## config.mk

```make
export PLATFORM = sky130hd
export DESIGN_NAME = rotary_led_sequencer
export DESIGN_NICKNAME = d
export VERILOG_FILES = /design/src/rtl/rotary_led_sequencer.sv
export SDC_FILE = /design/constraint.sdc
export NUM_CORES = 1
export LEC_CHECK = 0
export ABC_AREA = 1
export BUFFER_PORTS_ARGS = -buffer_cell sky130_fd_sc_hd__buf_2
export CORE_MARGIN = 2
export CORE_UTILIZATION = 35
export DETAILED_ROUTE_END_ITERATION = 8
export PLACE_DENSITY_LB_ADDON = 0.15
export SLEW_MARGIN = 20
export SYNTH_ARGS = -nofsm -noshare
export SYNTH_HDL_FRONTEND = slang
export SYNTH_SLANG_ARGS = --single-unit
```

## constraint.sdc

```tcl
create_clock -name clk -period 5.95 [get_ports clk]
set_input_delay 1.19 -clock clk [delete_from_list [all_inputs] [get_ports clk]]
set_output_delay 1.19 -clock clk [all_outputs]
set_load 0.1 [all_outputs]
```

## src/rtl/rotary_led_sequencer.sv

```systemverilog
// Rotary LED sequencer: edge-detects rotation events from the shaft detector,
// queues each step's direction in a small FIFO and replays the queued steps on
// an 8-LED bank at a human-visible rate, either as a walking dot or as a bar.
module rotary_led_sequencer #(
  parameter int unsigned STEP_CYCLES = 5000000,
  parameter int unsigned FIFO_DEPTH  = 4
) (
  input  logic clk,
  input  logic rst_n,
  input  logic rotation_event,
  input  logic rotation_direction,
  input  logic mode,
  input  logic clr_ovf,
  output logic led0,
  output logic led1,
  output logic led2,
  output logic led3,
  output logic led4,
  output logic led5,
  output logic led6,
  output logic led7,
  output logic busy,
  output logic overflow
);

  localparam int unsigned PtrW   = $clog2(FIFO_DEPTH);
  localparam int unsigned FillW  = PtrW + 1;
  // Timer only has to hold STEP_CYCLES-1; keep at least one bit for STEP_CYCLES=1.
  localparam int unsigned TimerW = (STEP_CYCLES > 1) ? $clog2(STEP_CYCLES) : 1;

  localparam logic [TimerW-1:0] TimerLoad = TimerW'(STEP_CYCLES - 1);
  localparam logic [FillW-1:0]  FillFull  = FillW'(FIFO_DEPTH);
  localparam logic [3:0]        BarMax    = 4'd8;

  localparam logic [0:0] StIdle = 1'b0;
  localparam logic [0:0] StHold = 1'b1;

  // Engine state
  logic [0:0]        state_q, state_d;
  logic [TimerW-1:0] timer_q, timer_d;
  logic              mode_r_q, mode_r_d;
  logic [7:0]        led_q, led_d;
  logic [3:0]        bar_cnt_q, bar_cnt_d;

  // Input edge detect and overflow flag
  logic prev_event_q;
  logic overflow_q;

  // Direction FIFO
  logic             fifo_q [FIFO_DEPTH];
  logic [PtrW-1:0]  wr_ptr_q;
  logic [PtrW-1:0]  rd_ptr_q;
  logic [FillW-1:0] fill_q;

  logic push, pop, accept, drop;
  logic fifo_empty, fifo_full;
  logic mode_change;
  logic head_dir;

  // Thermometer code: LED i lit when i < cnt.
  function automatic logic [7:0] thermo(input logic [3:0] cnt);
    logic [7:0] t;
    for (int i = 0; i < 8; i++) begin
      t[i] = (4'(i) < cnt);
    end
    return t;
  endfunction

  // Push/pop decisions; a pop in the same cycle frees room for a push into a full FIFO.
  always_comb begin
    push        = rotation_event & ~prev_event_q;
    fifo_empty  = (fill_q == '0);
    fifo_full   = (fill_q == FillFull);
    mode_change = (state_q == StIdle) & (mode != mode_r_q);
    pop         = (state_q == StIdle) & ~mode_change & ~fifo_empty;
    accept      = push & (~fifo_full | pop);
    drop        = push & fifo_full & ~pop;
    head_dir    = fifo_q[rd_ptr_q];
  end

  // Step engine next state: mode re-init, step application and hold timing.
  always_comb begin
    state_d   = state_q;
    timer_d   = timer_q;
    mode_r_d  = mode_r_q;
    led_d     = led_q;
    bar_cnt_d = bar_cnt_q;
    case (state_q)
      StIdle: begin
        if (mode_change) begin
          // Mode change wins over a pending pop; the timer is left alone.
          mode_r_d = mode;
          if (mode) begin
            bar_cnt_d = 4'd0;
            led_d     = 8'b0000_0000;
          end else begin
            led_d = 8'b0000_0001;
          end
        end else if (pop) begin
          state_d = StHold;
          timer_d = TimerLoad;
          if (mode_r_q) begin
            if (head_dir) begin
              bar_cnt_d = (bar_cnt_q >= BarMax) ? BarMax : bar_cnt_q + 4'd1;
            end else begin
              bar_cnt_d = (bar_cnt_q == 4'd0) ? 4'd0 : bar_cnt_q - 4'd1;
            end
            led_d = thermo(bar_cnt_d);
          end else if (head_dir) begin
            led_d = {led_q[6:0], led_q[7]};
          end else begin
            led_d = {led_q[0], led_q[7:1]};
          end
        end
      end
      StHold: begin
        if (timer_q == '0) begin
          state_d = StIdle;
        end else begin
          timer_d = timer_q - TimerW'(1);
        end
      end
      default: begin
        state_d = StIdle;
      end
    endcase
  end

  // Engine, edge-detect and overflow registers.
  always_ff @(posedge clk or negedge rst_n) begin
    if (!rst_n) begin
      state_q      <= StIdle;
      timer_q      <= '0;
      mode_r_q     <= 1'b0;
      led_q        <= 8'b0000_0001;
      bar_cnt_q    <= 4'd0;
      prev_event_q <= 1'b0;
      overflow_q   <= 1'b0;
    end else begin
      state_q      <= state_d;
      timer_q      <= timer_d;
      mode_r_q     <= mode_r_d;
      led_q        <= led_d;
      bar_cnt_q    <= bar_cnt_d;
      prev_event_q <= rotation_event;
      // A drop at the same edge as a clear leaves the flag set.
      if (drop) begin
        overflow_q <= 1'b1;
      end else if (clr_ovf) begin
        overflow_q <= 1'b0;
      end
    end
  end

  // FIFO pointers and fill level; pointers wrap naturally at the power-of-2 depth.
  always_ff @(posedge clk or negedge rst_n) begin
    if (!rst_n) begin
      wr_ptr_q <= '0;
      rd_ptr_q <= '0;
      fill_q   <= '0;
    end else begin
      if (accept) begin
        wr_ptr_q <= wr_ptr_q + PtrW'(1);
      end
      if (pop) begin
        rd_ptr_q <= rd_ptr_q + PtrW'(1);
      end
      case ({accept, pop})
        2'b10:   fill_q <= fill_q + FillW'(1);
        2'b01:   fill_q <= fill_q - FillW'(1);
        default: fill_q <= fill_q;
      endcase
    end
  end

  // FIFO storage; contents are don't-care while empty, so no reset.
  always_ff @(posedge clk) begin
    if (accept) begin
      fifo_q[wr_ptr_q] <= rotation_direction;
    end
  end

  assign {led7, led6, led5, led4, led3, led2, led1, led0} = led_q;
  assign busy     = (state_q != StIdle) | ~fifo_empty;
  assign overflow = overflow_q;

endmodule

```

==> results.txt, run 1 <==
Net Sw Frac - 29.0%
Pwr Total - 0.751 mW
WL final - 6.73 mm
Clock Power Share - 31.9%
HPWL after DPL - 4.97 mm
H-tree levels - 2
Routed len/inst - 12.9 µm
1st-pass router iterations - 4
Most common cell in the netlist - nand2_1
Non-filler instance count after layout - 520
Syn Inst Count - 397
Remaining Overflow, GRT - 0
Reg clk slew, reported paths - 90 ps
CTS buffer count - 5
Critical Path Sink - busy
Vias - 2561
ANT nets after route - 0
P_int - 0.533 mW
Top-area cell type share of the netlist area - 37.8%
Yosys top cell by area - dfrtp_1
Worst-path cell with the longest stage delay - dfrtp_1
Worst r2r src - mode_r_q
Flop pwr share - 50.9%
Critical path endpoint category - primary output
Synth warnings - 0
Final Slew Violations - 0
Final setup fails - 0
RR Endpoint - fill_q[2]
Mapped Area - 2980 µm²
R2r setup slk - 3370 ps
DIE WIDTH - 96.3 µm
NumNets Final - 428
Critical path, cell by cell - clkinv_1 -> nand2_1 -> buf_2
I/O pins - 16
Routability Congestion - 0.855
Final setup skew - 3.53 ps
Post-Syn Area per Cell - 7.50 µm²
Area contributors post-synth - dfrtp_1 (38%), nand2_1 (13%), nor2_1 (6.8%)
Final hold violation count - 0
Share of cells above drive strength 1 - 9.40%
Cell Rows - 33
Power Density - 231 nW/µm²
DRT iter0 DRCs - 122
Starting density of the core - 36.3%
Tmin final - 3020 ps
Hold Buf Count CTS - 0
Crit path required time - 4760 ps
Post-synthesis register bit count - 50
Peak supply drop - 0.0951 mV
Critical path class - register to primary output
Outcome - complete, no violations
Hold crit path type - register to register
WP data arrival - 1830 ps
Vias/cell - 4.93
Ys flop type - dfrtp_1
Die ar. - 9270 µm²
Reg2Reg Depth - 14
Clock sink total - 50
Diode count - 0
Placed insts - 512
GRT Util Overall - 16.2%
RSZ-0062 raised after global routing - false
FFs w/ async S/R, synth - 92.0%
Area growth, synth to finish - 9.24%
Final TNS setup - 0 ps
P_leak - 1.44 nW
Crit path from - state_q
Post-synth EDFFs - 4
Fmax - 331 MHz
Max_slew headroom - 52.0%
Worst Path Max Fanout - 9
Logic pwr share - 17.2%
Max_cap viols - 0
Ranking of synthesized cells by instance count - nand2_1 (101), nor2_1 (54), inv_1 (46)
Root buffer cell - clkbuf_8
Die Ht - 96.3 µm
Post CTS Setup Buffer Count - 0
FF+latch area - 1270 µm²
Vias in the first global route - 2432
FILL cells - 899
DR DRC count - 0
CTS resizes - 0
First-pass GRT wire length - 11.6 mm
Crit share post-route - 50.7%
Worst setup SP type - register
Largest stage delay, worst path - 530 ps
Multi-input combinational cell area - 1470 µm²
Core ar. - 8220 µm²
CTS tree - done
Pin count of the biggest net entering global routing - 47
Input/output buffers - 15
Clk_lat worst skew - 300 ps
Post-Syn Nets - 411
Tightest Pin Transition - 716 ps
Register area share after synthesis - 42.7%
Initial antenna violation count - 0
Clk buf depth - 2
Post-synth cell types - 35
Net Sw Power - 0.218 mW
kinds of logic (layout without fill, tap and decap cells):
group / after synthesis / count (layout) / share of synthesized area (%)
simple gates: 208 / 208 / 30.4
compound gates: 63 / 63 / 11.9
buf+inv: 56 / 74 / 7.85
flops: 50 / 50 / 42.7
xor+xnor: 12 / 12 / 3.53
fa+ha+maj: 8 / 8 / 3.61
layout by cell type, fill, tap and decap left out, types with 2 or more instances in the layout:
master / Yosys / routed
a21oi_1: 16 / 16
buf_2: 3 / 15
clkbuf_1: 0 / 2
clkbuf_8: 0 / 5
dfrtp_1: 45 / 45
edfxtp_1: 4 / 4
ha_1: 7 / 7
inv_1: 46 / 46
inv_2: 2 / 2
nand2_1: 101 / 101
nand2_2: 6 / 6
nand3_1: 26 / 26
nand3b_1: 5 / 5
nand4_1: 4 / 4
nor2_1: 54 / 54
nor2_2: 3 / 3
nor2_4: 2 / 2
nor3_1: 3 / 3
o211ai_1: 5 / 5
o21ai_0: 24 / 24
o21ai_1: 4 / 4
o22ai_1: 6 / 6
o31ai_1: 5 / 5
xor2_1: 12 / 12
per-layer routing:
metal / global-route usage (%) / share of wire (%) / vias to the layer above / wire, µm
li1: - / - / 1320 / -
met1: 22.2 / 50 / 1196 / 3330
met2: 26.3 / 46 / 33 / 3100
met3: 2.90 / 2.7 / 12 / 182
met4: 4.52 / 1.6 / 0 / 110
met5: 0 / 0 / - / 0
flip-flops by register name, indices dropped and copies added, names as in the netlist:
register / cells
fill_q: 3
mode_r_q: 1
timer_q: 23
wr_ptr_q: 2
rd_ptr_q: 2
state_q: 1
fifo_q: 4
prev_event_q: 1
bar_cnt_q: 4
overflow: 1
led_q: 8
critical path: cells and delay by family, from the launching register on:
kind | cells | cell delay [ps]
buffers and inverters | 2 | 820
DFF | 1 | 530
and+or+nand+nor | 1 | 180
per-stage QoR:
stage	instance area [µm²]	hold WS (ps)	util, %	worst slack, ps
floorplan	2980	464	-	3380
global placement	3150	486	38.3	2710
detailed placement	3150	486	38.3	2600
CTS	3250	499	39.6	2880
global route	3250	525	39.6	2740
finish	3250	498	39.6	2930
how the worst min path moves through the flow:
stage / startpoint / depth (start not counted) / end
2_1_floorplan: fill_q[0] / 1 / fill_q[0]
3_3_place_gp: led_q[0] / 2 / led_q[0]
3_5_place_dp: fill_q[0] / 1 / fill_q[0]
4_1_cts: fill_q[0] / 1 / fill_q[0]
5_1_grt: led_q[0] / 2 / led_q[0]
6_report: fill_q[0] / 1 / fill_q[0]
power by group through the flow:
stage	Combinational, mW	Sequential (mW)	Clock, mW
floorplan	0.0869	0.396	0
global placement	0.124	0.388	0
detailed placement	0.129	0.389	0
CTS	0.132	0.383	0.251
global route	0.152	0.386	0.267
finish	0.129	0.382	0.240
cell type report:
cell class                      count  area share, %
Multi-Input combinational cell    291           45.3
Sequential cell                    50           39.1
Inverter                           50           5.81
Tap cell                          105           4.04
Timing Repair Buffer               16           2.54
Clock buffer                        7           2.35
Clock inverter                      1          0.923
No activity file was read; power rests on OpenSTA's default activity.
==> run 2: changes to the inputs <==
- clock period: 5.95 -> 2.9 ns (I/O delays scaled with it)
==> results.txt, run 2 (synthesis gave the netlist of run 1 again) <==
DR DRC count - 0
DRT iter0 DRCs - 121
Area growth, synth to finish - 9.11%
Critical path endpoint category - register
Peak supply drop - 0.190 mV
RSZ-0062 raised after global routing - false
Tightest Pin Transition - 620 ps
Die ar. - 9270 µm²
Power Density - 451 nW/µm²
First-pass GRT wire length - 11.6 mm
Clk_lat worst skew - 310 ps
RR Endpoint - timer_q[8]
R2r setup slk - 740 ps
Pwr Total - 1.47 mW
Post CTS Setup Buffer Count - 0
Vias/cell - 4.88
Largest reg by FF count - timer_q
P_leak - 1.44 nW
Tmin final - 2160 ps
Vias in the first global route - 2408
I/O pins - 16
Remaining Overflow, GRT - 0
Pin count of the biggest net entering global routing - 34
Worst r2r src - timer_q[0]
Input/output buffers - 15
Reg clk slew, reported paths - 110 ps
Die Ht - 96.3 µm
HPWL after DPL - 5.11 mm
Core ar. - 8220 µm²
GRT Util Overall - 16.1%
Routability Congestion - 0.847
WP data arrival - 2380 ps
Root buffer cell - clkbuf_8
ANT nets after route - 0
1st-pass router iterations - 5
Most frequent cells in the layout - nand2_1 (101), nor2_1 (54), inv_1 (46)
Leading registers by flop count - timer_q (23), led_q (8)
Vias - 2546
Max_cap viols - 0
Crit share post-route - 74.4%
Starting density of the core - 36.3%
Share of cells above drive strength 1 - 10.1%
Routed len/inst - 13.0 µm
Outcome - complete, no violations
CTS resizes - 0
Final setup fails - 0
CTS tree - done
Diode count - 0
Commonest non-fill, non-tap cell in the layout - nand2_1
Final hold violation count - 0
H-tree levels - 2
Max reg flops - 23
Worst Path Max Fanout - 21
Crit path required time - 3130 ps
Initial antenna violation count - 0
Final Slew Violations - 0
Final setup skew - 19.6 ps
Reg2Reg Depth - 10
CTS buffer count - 5
Worst setup SP type - register
Hold crit path type - input pin to asynchronous set/reset pin
DIE WIDTH - 96.3 µm
Clock sink total - 50
Max_slew headroom - 58.4%
Fmax - 464 MHz
Final TNS setup - 0 ps
Hold Buf Count CTS - 0
WL final - 6.78 mm
NumNets Final - 430
Cell Rows - 33
Clk buf depth - 2
Critical path class - register to register
run 2: cell type report:
type / count / area [µm²]
Inverter: 50 / 189
Clock inverter: 2 / 15.0
Clock buffer: 6 / 72.6
Fill cell: 865 / 4970
Sequential cell: 50 / 1270
Timing Repair Buffer: 18 / 97.6
Multi-Input combinational cell: 291 / 1470
Tap cell: 105 / 131
run 2: worst max-delay path by stage:
stage | from | to | slack [ps]
2_1_floorplan | mode | fill_q[2] | 940
3_5_place_dp | mode | fill_q[2] | 630
5_1_grt | timer_q[0] | timer_q[2] | 490
3_3_place_gp | mode | fill_q[2] | 680
4_1_cts | state_q | busy | 720
6_report | timer_q[0] | timer_q[8] | 740
run 2: critical path, cell delays in order (launching register included):
cell	delay, ps
dfrtp_1	390
inv_1	140
ha_1	180
nand2_1	100
nor2_4	170
nand3_1	90
nand2_1	130
nand2_2	250
inv_1	400
o21ai_0	130
nand3_1	90
run 2: metrics by stage:
| step | setup slack, ps | cells | cell area (µm²) | utilization [%] | hold WS (ps) |
|---|---|---|---|---|---|
| floorplan | 936 | 397 | 2980 | - | 284 |
| global placement | 685 | 514 | 3160 | 38.5 | 479 |
| detailed placement | 632 | 514 | 3160 | 38.5 | 491 |
| CTS | 718 | 522 | 3250 | 39.6 | 166 |
| global route | 493 | 522 | 3250 | 39.6 | 172 |
| finish | 743 | 522 | 3250 | 39.6 | 162 |
run 2: routing by layer:
| metal | vias up | wire (µm) | track usage [%] |
|---|---|---|---|
| met5 | - | 0 | 0 |
| met1 | 1185 | 3320 | 21.4 |
| met3 | 8 | 239 | 2.98 |
| met4 | 0 | 93 | 4.29 |
| li1 | 1312 | - | - |
| met2 | 41 | 3130 | 26.7 |
run 2: power by group:
| part | internal [mW] | switching [mW] |
|---|---|---|
| Sequential | 0.752 | 0.0343 |
| Clock | 0.171 | 0.244 |
| Combinational | 0.0833 | 0.183 |
| Total | 1.01 | 0.461 |
==> run 3: changes to the inputs <==
- ABC_AREA: 1 -> 0
- clock period: 2.9 -> 1.77 ns (I/O delays scaled with it)
==> results.txt, run 3 <==
Outcome - finished, violations left
Failing checks - negative setup slack
Post-synth cell types - 57
Most frequent cells in the layout - buf_4 (66), dfrtp_1 (44), nand2_1 (24)
Crit path required time - 1970 ps
Die ar. - 8920 µm²
Max_slew headroom - 67.3%
P_int - 2.26 mW
Met1 GRT Util - 23.5%
Most common cell in the netlist - dfrtp_1
Hold slack - 168 ps
Synth warnings - 0
CTS buffer count - 5
Largest reg by FF count - timer_q
HPWL after DPL - 4.74 mm
Root buffer cell - clkbuf_8
1st-pass router iterations - 4
Commonest non-fill, non-tap cell in the layout - buf_4
FILL cells - 719
CTS tree - done
Vias in the first global route - 2450
Remaining Overflow, GRT - 0
RSZ-0062 raised after global routing - true
Worst setup SP type - register
Post-synthesis register bit count - 50
Area contributors post-synth - dfrtp_1 (39%), edfxtp_1 (4.2%), nand2_1 (3.5%)
Tmin final - 2270 ps
Top-area cell type share of the netlist area - 39.3%
Core ar. - 7810 µm²
Area growth, synth to finish - 46.3%
First-pass GRT wire length - 11.9 mm
Yosys top cell by area - dfrtp_1
Vias/cell - 5.33
Flop pwr share - 44.4%
DRT iter0 DRCs - 82
H-tree levels - 2
Clock sink total - 50
Starting density of the core - 36.7%
Net Sw Power - 0.960 mW
Input/output buffers - 15
Crit share post-route - 128%
Vias - 2562
WL final - 7.02 mm
ANT nets after route - 0
Share of cells above drive strength 1 - 44.6%
Clock Power Share - 25.9%
Reg clk slew, reported paths - 90 ps
Mapped Area - 2860 µm²
Net Sw Frac - 29.8%
P_leak - 1.81 nW
WP data arrival - 2470 ps
DR DRC count - 0
Clk buf depth - 2
GRT Util Overall - 16.7%
Logic pwr share - 29.7%
Power Density - 770 nW/µm²
Final setup skew - 10.1 ps
FFs w/ async S/R, synth - 92.0%
Diode count - 0
Ranking of synthesized cells by instance count - dfrtp_1 (45), nand2_1 (27), o21ai_0 (19)
Syn Inst Count - 290
Critical path class - register to register
Max_cap viols - 0
Final TNS setup - -12610 ps
Tightest Pin Transition - 490 ps
Routed len/inst - 14.6 µm
GR peak layer - met2
Ys flop type - dfrtp_1
Final WS setup - -501 ps
Clk_lat worst skew - 300 ps
Initial antenna violation count - 0
Max reg flops - 23
I/O pins - 16
Pwr Total - 3.22 mW
Pin count of the biggest net entering global routing - 34
R2r setup slk - -500 ps
Die Ht - 94.4 µm
Cell Rows - 32
Final setup fails - 33
Grt met3 use - 2.39%
Post-Syn Nets - 304
Met2 GRT Util - 27.1%
Leading registers by flop count - timer_q (23), led_q (8)
Routability Congestion - 0.809
Critical path endpoint category - register
Fmax - 440 MHz
Final Slew Violations - 0
Register area share after synthesis - 44.4%
NumNets Final - 392
Hold crit path type - input pin to register
Utilization after layout - 53.6%
Post-Syn Area per Cell - 9.87 µm²
Post-synth EDFFs - 4
Final hold violation count - 0
DIE WIDTH - 94.4 µm
Worst Path Max Fanout - 6
Pre-CTS setup slack - -611 ps
Peak supply drop - 0.641 mV
==> run 3: worst max-delay path, cell delays in order (launching register included) <==
cell	delay, ps
dfrtp_1	390
or4_4	550
or4_4	540
o31a_4	420
a211oi_2	210
a31oi_1	60
==> run 3: per-layer routing <==
layer / part of all wire (%) / up-vias
met5: 0 / -
met4: 1.4 / 0
met3: 2.4 / 10
met2: 47 / 39
met1: 49 / 1265
li1: - / 1248
==> run 3: power by group through the flow <==
stage / clock network [mW] / registers [mW] / logic [mW]
detailed placement: 0 / 1.44 / 0.839
finish: 0.835 / 1.43 / 0.957
CTS: 0.870 / 1.43 / 0.895
floorplan: 0 / 1.49 / 0.417
global route: 0.927 / 1.46 / 1.08
global placement: 0 / 1.44 / 0.827
==> run 3: final cells by class <==
type	count	area (µm²)	share of cell area, %
clock inverters	1	30.0	0.717
inverters	16	62.6	1.49
multi-input cells	209	1840	43.9
clock buffers	7	86.3	2.06
repair buffers	96	768	18.3
flip-flops and latches	50	1270	30.4
well taps	102	128	3.05
==> run 3: stage by stage <==
step                      area (µm²)  std cells
after CTS                       4010        473
after detailed placement        3680        458
after global routing            4190        481
final                           4190        481
after floorplan                 3080        290
after global placement          3680        458
==> run 3: cell families (layout without fill, tap and decap cells) <==
family | count (synthesis) | after routing | synth area share [%]
flip-flops | 50 | 50 | 44.4
multiplexers | 10 | 10 | 4.15
buffers and inverters | 32 | 120 | 4.94
AO/OA/AOI/OAI | 78 | 79 | 19.6
AND/OR/NAND/NOR | 101 | 101 | 19.8
adder cells (fa/ha/maj) | 8 | 8 | 3.76
XOR/XNOR | 11 | 11 | 3.37
==> run 3: final timing paths <==
check / cells past startpoint / startpoint / endpoint
setup / recovery: 5 / timer_q[13] / timer_q[3]
hold / removal: 1 / rotation_event / prev_event_q
setup reg to reg: 5 / timer_q[13] / timer_q[3]
hold reg to reg: 1 / led_q[1] / led_q[1]
max in group asynchronous: 3 / rst_n / led_q[0]
min in group asynchronous: 2 / rst_n / timer_q[12]
==> run 3: what timing repair did <==
item / in CTS / in global routing
hold buffers: 1 / 0
buffers inserted: 4 / 7
endpoints found under the hold margin: 13 / 0
endpoints found under the setup margin: 43 / 42
gates cloned: 2 / 1
pin swaps: 15 / 15
resized for setup: 37 / 26
